### src/rtl/pheap_host_ctrl.sv
// Purpose: host-side issuer for the pipelined priority heap; one op in flight, occupancy tracked against capacity.
// Latency: op on heap_op one cycle after accept; DEQ response / next accept two cycles after that at best.
// Backpressure: req_ready only in IDLE; responses held until rsp_ready; heap completion waited for without timeout.

package pheapTypes;

   typedef enum logic [1:0] {
      FREE  = 2'd0,
      LEQ   = 2'd1,
      DEQ   = 2'd2,
      CLEAR = 2'd3
   } opcode_t;

   // heap_done value 3 is not a named code and behaves like WAIT
   typedef enum logic [1:0] {
      DONE       = 2'd0,
      NEXT_LEVEL = 2'd1,
      WAIT       = 2'd2
   } done_t;

   typedef struct packed {
      opcode_t     levelOp;
      logic [31:0] priorityValue;
   } opArray_t;

endpackage

module pheap_host_ctrl
   import pheapTypes::*;
#(
   parameter int LEVELS = 4
) (
   input  logic              clk,
   input  logic              rst,
   input  logic              req_valid,
   output logic              req_ready,
   input  logic [1:0]        req_op,
   input  logic [31:0]       req_value,
   output logic [33:0]       heap_op,
   input  logic [1:0]        heap_done,
   input  logic [31:0]       heap_top,
   output logic              rsp_valid,
   input  logic              rsp_ready,
   output logic [31:0]       rsp_value,
   output logic              rsp_err,
   output logic [LEVELS:0]   count,
   output logic              full,
   output logic              empty,
   output logic              overflow
);

   localparam int             CAP_I = (1 << LEVELS) - 1;
   localparam logic [LEVELS:0] CAP  = CAP_I[LEVELS:0];
   localparam logic [LEVELS:0] ONE  = {{LEVELS{1'b0}}, 1'b1};

   typedef enum logic [1:0] {
      S_IDLE,
      S_ISSUE,
      S_WAIT_HEAP,
      S_RESP
   } state_t;

   state_t   state;
   opArray_t op_q;
   // remembers whether the outstanding heap op owes the host a response
   logic     is_deq;

   assign heap_op = op_q;

   // occupancy flags follow the committed count directly
   assign full  = (count == CAP);
   assign empty = (count == '0);

   // controller FSM; every output besides full/empty is a register here
   always_ff @(posedge clk or posedge rst) begin
      if (rst) begin
         state     <= S_IDLE;
         op_q      <= '{levelOp: FREE, priorityValue: 32'd0};
         is_deq    <= 1'b0;
         req_ready <= 1'b1;
         rsp_valid <= 1'b0;
         rsp_value <= 32'd0;
         rsp_err   <= 1'b0;
         count     <= '0;
         overflow  <= 1'b0;
      end else begin
         case (state)
            S_IDLE: begin
               if (req_valid) begin
                  case (req_op)
                     LEQ: begin
                        if (!full) begin
                           op_q      <= '{levelOp: LEQ, priorityValue: req_value};
                           count     <= count + ONE;
                           is_deq    <= 1'b0;
                           req_ready <= 1'b0;
                           state     <= S_ISSUE;
                        end else begin
                           // dropped: the heap must never see more than CAP entries
                           overflow <= 1'b1;
                        end
                     end
                     DEQ: begin
                        req_ready <= 1'b0;
                        if (!empty) begin
                           op_q   <= '{levelOp: DEQ, priorityValue: 32'd0};
                           count  <= count - ONE;
                           is_deq <= 1'b1;
                           state  <= S_ISSUE;
                        end else begin
                           // empty dequeue answered locally, heap untouched
                           rsp_value <= 32'd0;
                           rsp_err   <= 1'b1;
                           rsp_valid <= 1'b1;
                           state     <= S_RESP;
                        end
                     end
                     CLEAR: begin
                        op_q      <= '{levelOp: CLEAR, priorityValue: 32'd0};
                        count     <= '0;
                        overflow  <= 1'b0;
                        is_deq    <= 1'b0;
                        req_ready <= 1'b0;
                        state     <= S_ISSUE;
                     end
                     default: begin
                        // FREE is accepted and discarded
                     end
                  endcase
               end
            end
            S_ISSUE: begin
               // the op is presented for exactly one cycle
               op_q  <= '{levelOp: FREE, priorityValue: 32'd0};
               state <= S_WAIT_HEAP;
            end
            S_WAIT_HEAP: begin
               if (heap_done == DONE || heap_done == NEXT_LEVEL) begin
                  if (is_deq) begin
                     rsp_value <= heap_top;
                     rsp_err   <= 1'b0;
                     rsp_valid <= 1'b1;
                     state     <= S_RESP;
                  end else begin
                     req_ready <= 1'b1;
                     state     <= S_IDLE;
                  end
               end
            end
            S_RESP: begin
               // value and error flag are left as-is after the handshake
               if (rsp_ready) begin
                  rsp_valid <= 1'b0;
                  req_ready <= 1'b1;
                  state     <= S_IDLE;
               end
            end
            default: begin
               state <= S_IDLE;
            end
         endcase
      end
   end

endmodule

### config.mk
export PLATFORM = sky130hd
export DESIGN_NAME = pheap_host_ctrl
export DESIGN_NICKNAME = d
export VERILOG_FILES = /design/src/rtl/pheap_host_ctrl.sv
export SDC_FILE = /design/constraint.sdc
export NUM_CORES = 1
export LEC_CHECK = 0
export BUFFER_PORTS_ARGS = -buffer_cell sky130_fd_sc_hd__buf_4
export CORE_ASPECT_RATIO = 0.7
export CORE_MARGIN = 3
export CORE_UTILIZATION = 42
export DETAILED_ROUTE_END_ITERATION = 16
export PLACE_DENSITY_LB_ADDON = 0.25
export REMOVE_ABC_BUFFERS = 1
export SLEW_MARGIN = 40
export SYNTH_ARGS = -nofsm -noshare
export SYNTH_HDL_FRONTEND = slang
export SYNTH_SLANG_ARGS = --single-unit
### constraint.sdc
create_clock -name clk -period 2.2 [get_ports clk]
set_input_delay 0.22 -clock clk [delete_from_list [all_inputs] [get_ports clk]]
set_output_delay 0.22 -clock clk [all_outputs]
set_load 0.005 [all_outputs]
---- Yosys cells after proc, flatten, opt, wreduce, memory -nomap -nowiden ----
Cells that the tools add are included.
word-level totals
  output and inout bits ................... 77
  register bits ........................... 78
operators by class
  multiplexer cells ....................... 43
  add/sub/neg operators ................... 2
  reduce and logical (&&, ||, !) cells .... 17
  equality and inequality tests ........... 22
operator list
  operator                                        count
  two-way mux 32 bit                              5
  two-way mux 34 bit                              3
  case mux 34 bit (3 select lines)                1
  case mux 34 bit (2 select lines)                1
  case mux 32 bit (2 select lines)                1
  inequality test 2 bit (second input constant)   9
  two-way mux 1 bit                               15
  case mux 5 bit (3 select lines)                 1
  AND reduction 5 bit                             3
  AND reduction 7 bit                             2
  two-way mux 2 bit                               6
  two-way mux 5 bit                               2
  case mux 1 bit (3 select lines)                 3
  == test 2 bit (second input constant)           4
  case mux 2 bit (4 select lines)                 1
  == test 2 x 1 -> 1 bit (second input constant)  3
  inequality test 3 bit (second input constant)   2
  case mux 1 bit (2 select lines)                 3
  case mux 2 bit (3 select lines)                 1
  AND reduction 6 bit                             1
  nonzero test 2 bit                              3
  nonzero test 3 bit                              2
  adder 5 x 1 -> 5 bit (second input constant)    1
  == test 5 x 4 -> 1 bit (second input constant)  1
  other kinds (9)                                 10

---- Longest topological paths before layout ----
Gate-level depths: netlist of run 1.
  word-level depth ........................ 5
  mapped depth ............................ 9
  gate-level depth less buffers ........... 8

---- Worst setup path before layout of run 1 ----
No wires, ideal clock.
  path kind ............................... input -> register
  from .................................... in req_op[0]
  to ...................................... reg count[4]
  required time ........................... 2.081 ns
  data arrival time ....................... 1.731 ns
  stages .................................. 9
  setup time .............................. 0.119 ns
  setup slack ............................. 0.351 ns
  path buffers ............................ 1
  path through ............................ nand2b_1 -> buf_6 -> xnor2_1 -> ha_1 -> or2_2 -> a211oi_2 -> or4_1 -> a21boi_1 -> o21a_1
on the way
  longest elaborated chain between the ends .. 3
ends and longest elaborated chain
  what                                                                          line  source
  start: declaration                                                            37    input logic [1:0] req_op,
  == test 2 bit or == test 2 x 1 -> 1 bit (tied branches)                       90    case (req_op)
  inequality test 2 bit (no source line) or nonzero test 3 bit (tied branches)  --
  AND reduction 5 bit (no source line)                                          --
  end signal: assignment                                                        94    count <= count + ONE;
  end signal: assignment                                                        107   count <= count - ONE;
  end: declaration                                                              46    output logic [LEVELS:0] count,
Parallel ways exist; a longest one is shown, timed or not.
A chain may end at the register's enable or synchronous reset.

---- Worst setup path after layout of run 1 ----
  from .................................... reg count[1]
  to ...................................... reg count[4]
on the way
  longest elaborated chain between the ends .. 3
ends and longest elaborated chain
  what                                                                    line  source
  subtractor 5 x 1 -> 5 bit (tied with other cells)                       107
  two-way mux 5 bit (tied with other cells)                               105   if (!empty) begin
  case mux 5 bit (3 select lines) or AND reduction 5 bit (tied branches)  --
Parallel ways exist; a longest one is shown, timed or not. The select of a mux whose other input is x is not followed.

==> results of run 1 <==
## layout by cell type, fill, tap and decap left out, types with 3 or more instances in the layout
cell,instances
buf_4,151
dfrtp_1,77
nand2_1,74
o21ai_0,41
a22o_1,32
nor2_1,11
clkbuf_16,9
inv_1,6
nor3_1,6
o21ai_2,6
a21oi_1,4
a31oi_1,3
o21a_1,3
bufinv_16,3
## metrics by stage
stage | setup WS [ns] | TNS (ns)
final | 0.211 | 0
after global routing | 0.0808 | 0
after CTS | 0.211 | 0
after detailed placement | 0.177 | 0
after global placement | 0.235 | 0
after floorplan | -0.419 | -14.99
## worst max-delay path, cell delays in order (launching register included)
cell and delay, ns:
dfrtp_1 0.47, xnor2_1 0.18, ha_1 0.23, or2_2 0.32
a211oi_2 0.30, or3_1 0.16, o2111ai_1 0.10, o21a_1 0.13
## synthesized netlist by cell type, types with 2 or more instances
library cell | instances | area (µm²)
dfrtp_1 | 77 | 1930
nand2_1 | 74 | 278
o21ai_0 | 41 | 205
a22o_1 | 32 | 280
nor2_1 | 11 | 41.3
buf_2 | 8 | 40.0
inv_1 | 7 | 26.3
clkbuf_1 | 6 | 22.5
nor3_1 | 6 | 30.0
o21ai_2 | 6 | 52.6
a21oi_1 | 5 | 25.0
a31oi_1 | 3 | 18.8
buf_8 | 3 | 45.0
o21a_1 | 3 | 22.5
buf_6 | 2 | 22.5
ha_1 | 2 | 25.0
nand2b_1 | 2 | 12.5
nand3_1 | 2 | 10.0
or2_2 | 2 | 12.5
## power by group through the flow
stage               sequential (µW)  clock (µW)  combinational, µW
floorplan                      2600           0               1210
global placement               2570           0               2730
detailed placement             2610           0               2780
CTS                            2600        1730               2800
global route                   2690        1800               3050
finish                         2600        1690               2740
## path summary, 6_finish.rpt
path | startpoint | to | slack (ns) | cells past startpoint
setup reg to reg | count[1] | count[4] | 0.21 | 7
hold reg to reg | heap_op[25] | heap_op[25] | 0.48 | 2
setup / recovery | count[1] | count[4] | 0.21 | 7
hold / removal | rst | heap_op[19] | -0.03 | 3
max in group asynchronous | rst | req_ready | 1.88 | 3
min in group clk | heap_top[4] | rsp_value[4] | 0.12 | 2
## layout make-up
| cell class | instances | area (µm²) |
|---|---|---|
| clock buffer | 11 | 243 |
| clock inverter | 5 | 106 |
| fill | 631 | 2640 |
| inverter | 8 | 36.3 |
| multi-input combinational | 212 | 1240 |
| sequential | 78 | 1950 |
| tap | 98 | 123 |
| timing repair buffer | 153 | 1170 |
## routing by layer
layer	wire length [µm]	GRT usage (%)
met1	3760	25.1
met2	3890	28.9
met3	628	5.29
met4	42	3.96
met5	0	0
## logic make-up after synthesis
| kind of cell | share of synthesized area (%) |
|---|---|
| adders and majority gates | 0.746 |
| AOI/OAI and AO/OA | 21.7 |
| and+or+nand+nor | 13.7 |
| DFF | 58.2 |
| muxes | 0.298 |
| xor gates and xnor gates | 0.261 |
| buffers and inverters | 5.15 |
## registers in the layout (all words and copies together) (netlist names)
register,count
rsp_err,1
count,5
overflow,1
state,2
rsp_value,32
req_ready,1
rsp_valid,1
heap_op,34
is_deq,1
==> impl_metrics.json, run 1 <==
{
  "initial_core_util_pct": 44.7,
  "swShare_pct": 32.5,
  "synth_edf_count": 0,
  "htree_num_levels": 3,
  "tightest_slew_ns": 0.465,
  "drc": 0,
  "ctsResizeCount": 0,
  "cts.sinks": 78,
  "postCtsSetupBuffers": 0,
  "min_path_type": "input pin to async pin",
  "grt_pass1_wl_mm": 13.2,
  "rsz0062_at_grt": "false",
  "die_h_um": 80.8,
  "fp-row-count": 26,
  "ys_seq_area_share_pct": 58.2,
  "detail-route-antenna-nets": 0,
  "grt_overflow": 0,
  "period_share_pct": 90.4,
  "place_area_um2": 4530,
  "design_area_um2": 4870,
  "placed_cells": 549,
  "skew_ns": 0.00620,
  "mappedNetlistArea_um2": 3360,
  "p_leak_uw": 0.00244,
  "ir_drop_v": 0.000732,
  "nets": 536,
  "first_pass_iters": 4,
  "slew_violations": 0,
  "p_seq_share_pct": 36.9,
  "maxCapViolCount": 0,
  "status": "complete, but fails checks",
  "switchingPower_uw": 2290,
  "place_congestion": 0.817,
  "clock-root-buffer": "clkbuf_16",
  "drive_gt1_share_pct": 40.5,
  "synthCells": 318,
  "power_frac_comb_pct": 39.0,
  "cp_max_fo": 7,
  "stdcell_count": 565,
  "ys.flop_type": "dfrtp_1",
  "ys_ff_latch": 78,
  "postSynthAreaPerCell_um2": 10.6,
  "via_count": 2769,
  "cp.required_ns": 2.41,
  "worstSetupStartpointType": "flip-flop",
  "dp_hpwl_mm": 5.83,
  "cts-buffers-inserted": 9,
  "total_power_uw": 7030,
  "p_int_uw": 4740,
  "power.density_nw_per_um2": 1440,
  "hold_viol_final": 27,
  "totalWireLength_mm": 8.32,
  "clock_path_buffers": 2,
  "cts_tree": "yes",
  "core-area_um2": 7510,
  "grt_pass1_vias": 2627,
  "power_frac_clock_pct": 24.0,
  "hold_buffers": 0,
  "setup_violations": 0,
  "dieArea_um2": 9120,
  "wl_per_cell_um": 14.7,
  "grt_max_degree": 79,
  "crit_path_end_kind": "flip-flop",
  "grt_usage_pct": 18.2,
  "antenna_found_initial": 0,
  "slew-limit-headroom_pct": 68.8,
  "cp.arrival_ns": 2.20,
  "dr.first_iter.drc_count": 123,
  "worst_hold_slack_ns": -0.0254,
  "io_buffers": 147,
  "clk-insertion-delay-late_ns": 0.32,
  "period_needed_ns": 1.99,
  "clk_pin_slew_ns": 0.06,
  "synth_cell_types": 45,
  "synth_warnings": 0,
  "vias_per_cell": 4.90,
  "syn_to_final_growth_pct": 45.3,
  "criticalPathCategory": "flip-flop to flip-flop",
  "pin_count": 149,
  "diodes": 0,
  "max_freq_ghz": 0.503,
  "chipWidth_um": 113,
  "fin_util_pct": 64.9,
  "violations": "hold timing",
  "synth_async_sr_flop_share_pct": 100
}
(Power assumes the default switching activity.)
==> run 2: changes to the inputs <==
Settings changed: CORE_MARGIN 3 to default, CORE_UTILIZATION 42 to 51.
Clock period 2.2 ns to 2.35 ns, I/O delays scaled along.
==> run 2 against run 1 <==
  * The flow now finishes without violations
  * Sequential share of layout area is 1.4 points higher
  * Wire length fell by 5.1%
  * Clock power is 40% lower
  * Critical path depth did not move
  * Fmax barely moved
  * Cell count fell by 3.5%
  * Highest routed layer unchanged
==> impl_metrics.json, run 2 (synthesis results as in run 1) <==
{
  "power.density_nw_per_um2": 1270,
  "total_power_uw": 6000,
  "ir_drop_v": 0.000724,
  "via_count": 2841,
  "detail-route-antenna-nets": 0,
  "clock_path_buffers": 2,
  "dr.first_iter.drc_count": 172,
  "worstSetupStartpointType": "flip-flop",
  "cts-buffers-inserted": 9,
  "period_needed_ns": 1.99,
  "htree_num_levels": 3,
  "clock-root-buffer": "clkbuf_8",
  "min_path_type": "input pin to flip-flop",
  "pin_count": 149,
  "hold_viol_final": 0,
  "diodes": 0,
  "cp.arrival_ns": 2.28,
  "clk-insertion-delay-late_ns": 0.35,
  "die_h_um": 69.9,
  "grt_pass1_wl_mm": 13.0,
  "clk_pin_slew_ns": 0.09,
  "setup_violations": 0,
  "io_buffers": 147,
  "slew_violations": 0,
  "status": "finished, final reports clean",
  "totalWireLength_mm": 7.90,
  "nets": 537,
  "multi_input_area_um2": 1240,
  "slew-limit-headroom_pct": 61.7,
  "cp_max_fo": 7,
  "cp.required_ns": 2.64,
  "antenna_found_initial": 0,
  "wl_per_cell_um": 14.5,
  "maxCapViolCount": 0,
  "skew_ns": 0.0116,
  "cts_tree": "yes",
  "initial_core_util_pct": 53.5,
  "first_pass_iters": 4,
  "vias_per_cell": 5.21,
  "syn_to_final_growth_pct": 40.3,
  "grt_usage_pct": 24.1,
  "drive_gt1_share_pct": 40.5,
  "tns_ns": 0,
  "drc": 0,
  "chipWidth_um": 99.0,
  "final.fill_count": 470,
  "fp-row-count": 24,
  "seqCellArea_um2": 1950,
  "dieArea_um2": 6910,
  "dp_hpwl_mm": 5.44,
  "place_congestion": 0.820,
  "largest_register_ffs": 34,
  "period_share_pct": 84.6,
  "grt_overflow": 0,
  "grt_max_degree": 65,
  "rsz0062_at_grt": "false",
  "tightest_slew_ns": 0.574,
  "core-area_um2": 6280,
  "final_common_cell": "buf_4",
  "grt_pass1_vias": 2641,
  "final_cell_mix": "buf_4 (151), dfrtp_1 (77), nand2_1 (74), o21ai_0 (41), a22o_1 (32)",
  "r2r_setup_slack_ns": 0.36,
  "crit_path_end_kind": "flip-flop",
  "cts.sinks": 78,
  "p_leak_uw": 0.00237,
  "max_freq_ghz": 0.503,
  "criticalPathCategory": "flip-flop to flip-flop"
}
run 2: where the power goes:
part / leakage [µW] / internal (µW) / switching (µW)
combinational: 0.00127 / 1400 / 1170
clock: 0.0000948 / 516 / 491
sequential: 0.00100 / 1970 / 454
run 2: final cells by class:
| type | instances | area share [%] |
|---|---|---|
| clock buffers | 10 | 2.92 |
| clock inverters | 5 | 1.25 |
| inverters | 8 | 0.771 |
| multi-input cells | 212 | 26.3 |
| flip-flops and latches | 78 | 41.5 |
| well taps | 78 | 2.07 |
| repair buffers | 154 | 25.1 |
run 2: metal layers:
metal | GRT usage (%) | up-vias | routed length [µm]
met2 | 36.5 | 113 | 3600
li1 | - | 1409 | -
met4 | 6.30 | 0 | 53
met1 | 33.1 | 1314 | 3530
met3 | 8.81 | 5 | 709
met5 | 0 | - | 0
run 2: timing repair:
action / CTS / global route
setup buffers: 0 / 0
hold buffers: 1 / 0
endpoints found under the hold margin: 31 / 0
resized for setup: 0 / 0
run 2: worst paths after layout:
path / from / depth (start not counted) / to
setup / recovery: count[1] / 7 / count[4]
hold / removal: heap_top[0] / 2 / rsp_value[0]
setup reg to reg: count[1] / 7 / count[4]
hold reg to reg: heap_op[0] / 2 / heap_op[0]
max in group asynchronous: rst / 4 / req_ready
min in group asynchronous: rst / 3 / heap_op[30]
run 2: through the flow:
step | instances | cell area, µm² | setup slack, ns | hold WS, ns | util (%)
2_1_floorplan | 298 | 3220 | -0.269 | 0.332 | -
3_3_place_gp | 529 | 4500 | 0.374 | 0.307 | 71.7
3_5_place_dp | 529 | 4500 | 0.335 | 0.316 | 71.7
4_1_cts | 545 | 4710 | 0.376 | 0.0985 | 75.0
5_1_grt | 545 | 4710 | 0.247 | 0.0998 | 75.0
6_report | 545 | 4710 | 0.363 | 0.113 | 75.0
run 2: worst max-delay path: stages, from the launching register on:
cell and delay [ns]:
dfrtp_1 0.46, xnor2_1 0.17, ha_1 0.22, or2_2 0.32
a211oi_2 0.31, nor3_1 0.11, o2111ai_1 0.19, o21a_1 0.14
==> run 3: changes to the inputs <==
Settings changed: CORE_UTILIZATION 51 to 42.
Clock period 2.35 ns to 1.7 ns, I/O delays scaled along.
==> run 3 against run 2 <==
  * Register-to-register slack got worse by 0.46 ns
  * The flow now finishes with violations (setup timing)
  * Cell count increased by 11%
  * Clock power increased by 110%
  * Sequential power increased by 36%
  * Fmax increased by 10%
  * Combinational power increased by 72%
  * Via count increased by 6.0%
  * Die area increased by 21%
==> impl_metrics.json, run 3 (synthesis results as in run 1) <==
{
  "syn_to_final_growth_pct": 58.8,
  "chipWidth_um": 109,
  "criticalPathCategory": "flip-flop to flip-flop",
  "violations": "setup timing",
  "pin_count": 149,
  "die_h_um": 76.8,
  "detail-route-antenna-nets": 0,
  "grt_pass1_wl_mm": 13.5,
  "crit_path_end_kind": "flip-flop",
  "ir_drop_v": 0.000827,
  "skew_ns": 0.00555,
  "grt_overflow": 0,
  "drc": 0,
  "cp.required_ns": 1.91,
  "largest_register_ffs": 34,
  "min_path_type": "input pin to flip-flop",
  "final_cell_mix": "buf_4 (179), dfrtp_1 (75), nand2_1 (70), a22o_1 (32), o21ai_0 (27)",
  "final.fill_count": 571,
  "dp_hpwl_mm": 5.67,
  "cp_max_fo": 42,
  "via_count": 3012,
  "hold_viol_final": 0,
  "antenna_found_initial": 0,
  "hold_path_depth": 2,
  "clk-insertion-delay-late_ns": 0.33,
  "max_freq_ghz": 0.556,
  "design_area_um2": 5330,
  "htree_num_levels": 3,
  "dr.first_iter.drc_count": 108,
  "io_buffers": 147,
  "slew-limit-headroom_pct": 72.6,
  "grt_usage_pct": 21.0,
  "wl_per_cell_um": 14.6,
  "worstSetupStartpointType": "flip-flop",
  "place_area_um2": 4780,
  "clk_pin_slew_ns": 0.06,
  "period_needed_ns": 1.80,
  "clock-root-buffer": "clkbuf_16",
  "drive_gt1_share_pct": 48.0,
  "cts-buffers-inserted": 9,
  "dieArea_um2": 8360,
  "initial_core_util_pct": 44.7,
  "setup_violations": 67,
  "diodes": 0,
  "reg2reg_depth": 5,
  "fp-row-count": 26,
  "core-area_um2": 7510,
  "cts.sinks": 78,
  "place_congestion": 0.854,
  "tightest_slew_ns": 0.412,
  "clock_path_buffers": 2,
  "grt_max_degree": 79,
  "cts_tree": "yes",
  "final_common_cell": "buf_4",
  "cp.arrival_ns": 2.01,
  "cp_slowest_stage_delay_ns": 0.44,
  "dp_worst_setup_slack_ns": -0.194,
  "totalWireLength_mm": 8.81,
  "p_leak_uw": 0.00267,
  "first_pass_iters": 4,
  "nets": 575,
  "slowest_stage": "dfrtp_2",
  "vias_per_cell": 4.99,
  "path_cells": "or3_4 -> o31ai_2 -> a221o_2 -> buf_12 -> o21ai_0",
  "power.density_nw_per_um2": 1840,
  "fin_ws_ns": -0.0998,
  "status": "complete, but fails checks",
  "maxCapViolCount": 0,
  "rsz0062_at_grt": "true",
  "slew_violations": 0,
  "period_share_pct": 106,
  "grt_pass1_vias": 2804
}
run 3: changes by cell type in the layout (fill, tap and decap cells not counted), moves of 3 or more:
cell / change
nand2_1: -4
buf_6: +5
o21ai_0: -14
nand2_2: +4
buf_12: +3
buf_4: +28
nor3_1: -3
clkbuf_8: -9
o21ai_1: +13
clkbuf_16: +11
run 3: per-stage QoR:
stage          total power [µW]  cells  util (%)  hold WS, ns  TNS, ns
2_1_floorplan              4930    298         -        0.267   -81.61
3_3_place_gp               7270    578      63.6        0.293    -1.73
3_5_place_dp               7370    578      63.6        0.294    -3.89
4_1_cts                    9550    596      68.4       0.0502    -1.80
5_1_grt                   10500    604      70.9       0.0477    -8.75
6_report                   9820    604      70.9       0.0559    -3.55
run 3: final timing paths:
path | from | endpoint | slack, ns
hold / removal | heap_top[15] | rsp_value[15] | 0.06
max in group asynchronous | rst | req_ready | 0.87
hold reg to reg | heap_op[26] | heap_op[26] | 0.48
min in group asynchronous | rst | heap_op[13] | 0.48
setup reg to reg | count[0] | heap_op[16] | -0.1
setup / recovery | count[0] | heap_op[16] | -0.1
run 3: final cells by class:
cell class	count	area (µm²)	share of cell area [%]
clock buffers	11	243	4.56
well taps	98	123	2.30
flip-flops and latches	78	1960	36.7
inverters	8	36.3	0.681
clock inverters	5	81.3	1.53
multi-input cells	212	1330	24.9
repair buffers	192	1560	29.3
run 3: timing repair:
| action | in CTS | in global routing |
|---|---|---|
| setup endpoints to repair | 69 | 74 |
| hold buffers | 1 | 0 |
| buffers inserted | 1 | 4 |
| pin swaps | 6 | 6 |
| hold endpoints to repair | 77 | 0 |
| gates cloned | 0 | 4 |
| gates resized for setup | 11 | 29 |
run 3: layer usage:
metal	part of all wire [%]	track usage (%)
met1	45	28.0
met2	46	32.3
met3	9.2	8.50
met4	0.62	4.46
met5	0	0
run 3: report_power, final:
group / internal, µW / total, µW / switching, µW
Sequential: 2730 / 3300 / 567
Clock: 1330 / 2090 / 760
Combinational: 2510 / 4430 / 1920
run 3: worst max-delay path: cells and delay by family, from the launching register on:
kind | cells | cell delay, ns
compound gates | 3 | 0.61
flops | 1 | 0.44
buf+inv | 1 | 0.21
simple gates | 1 | 0.42
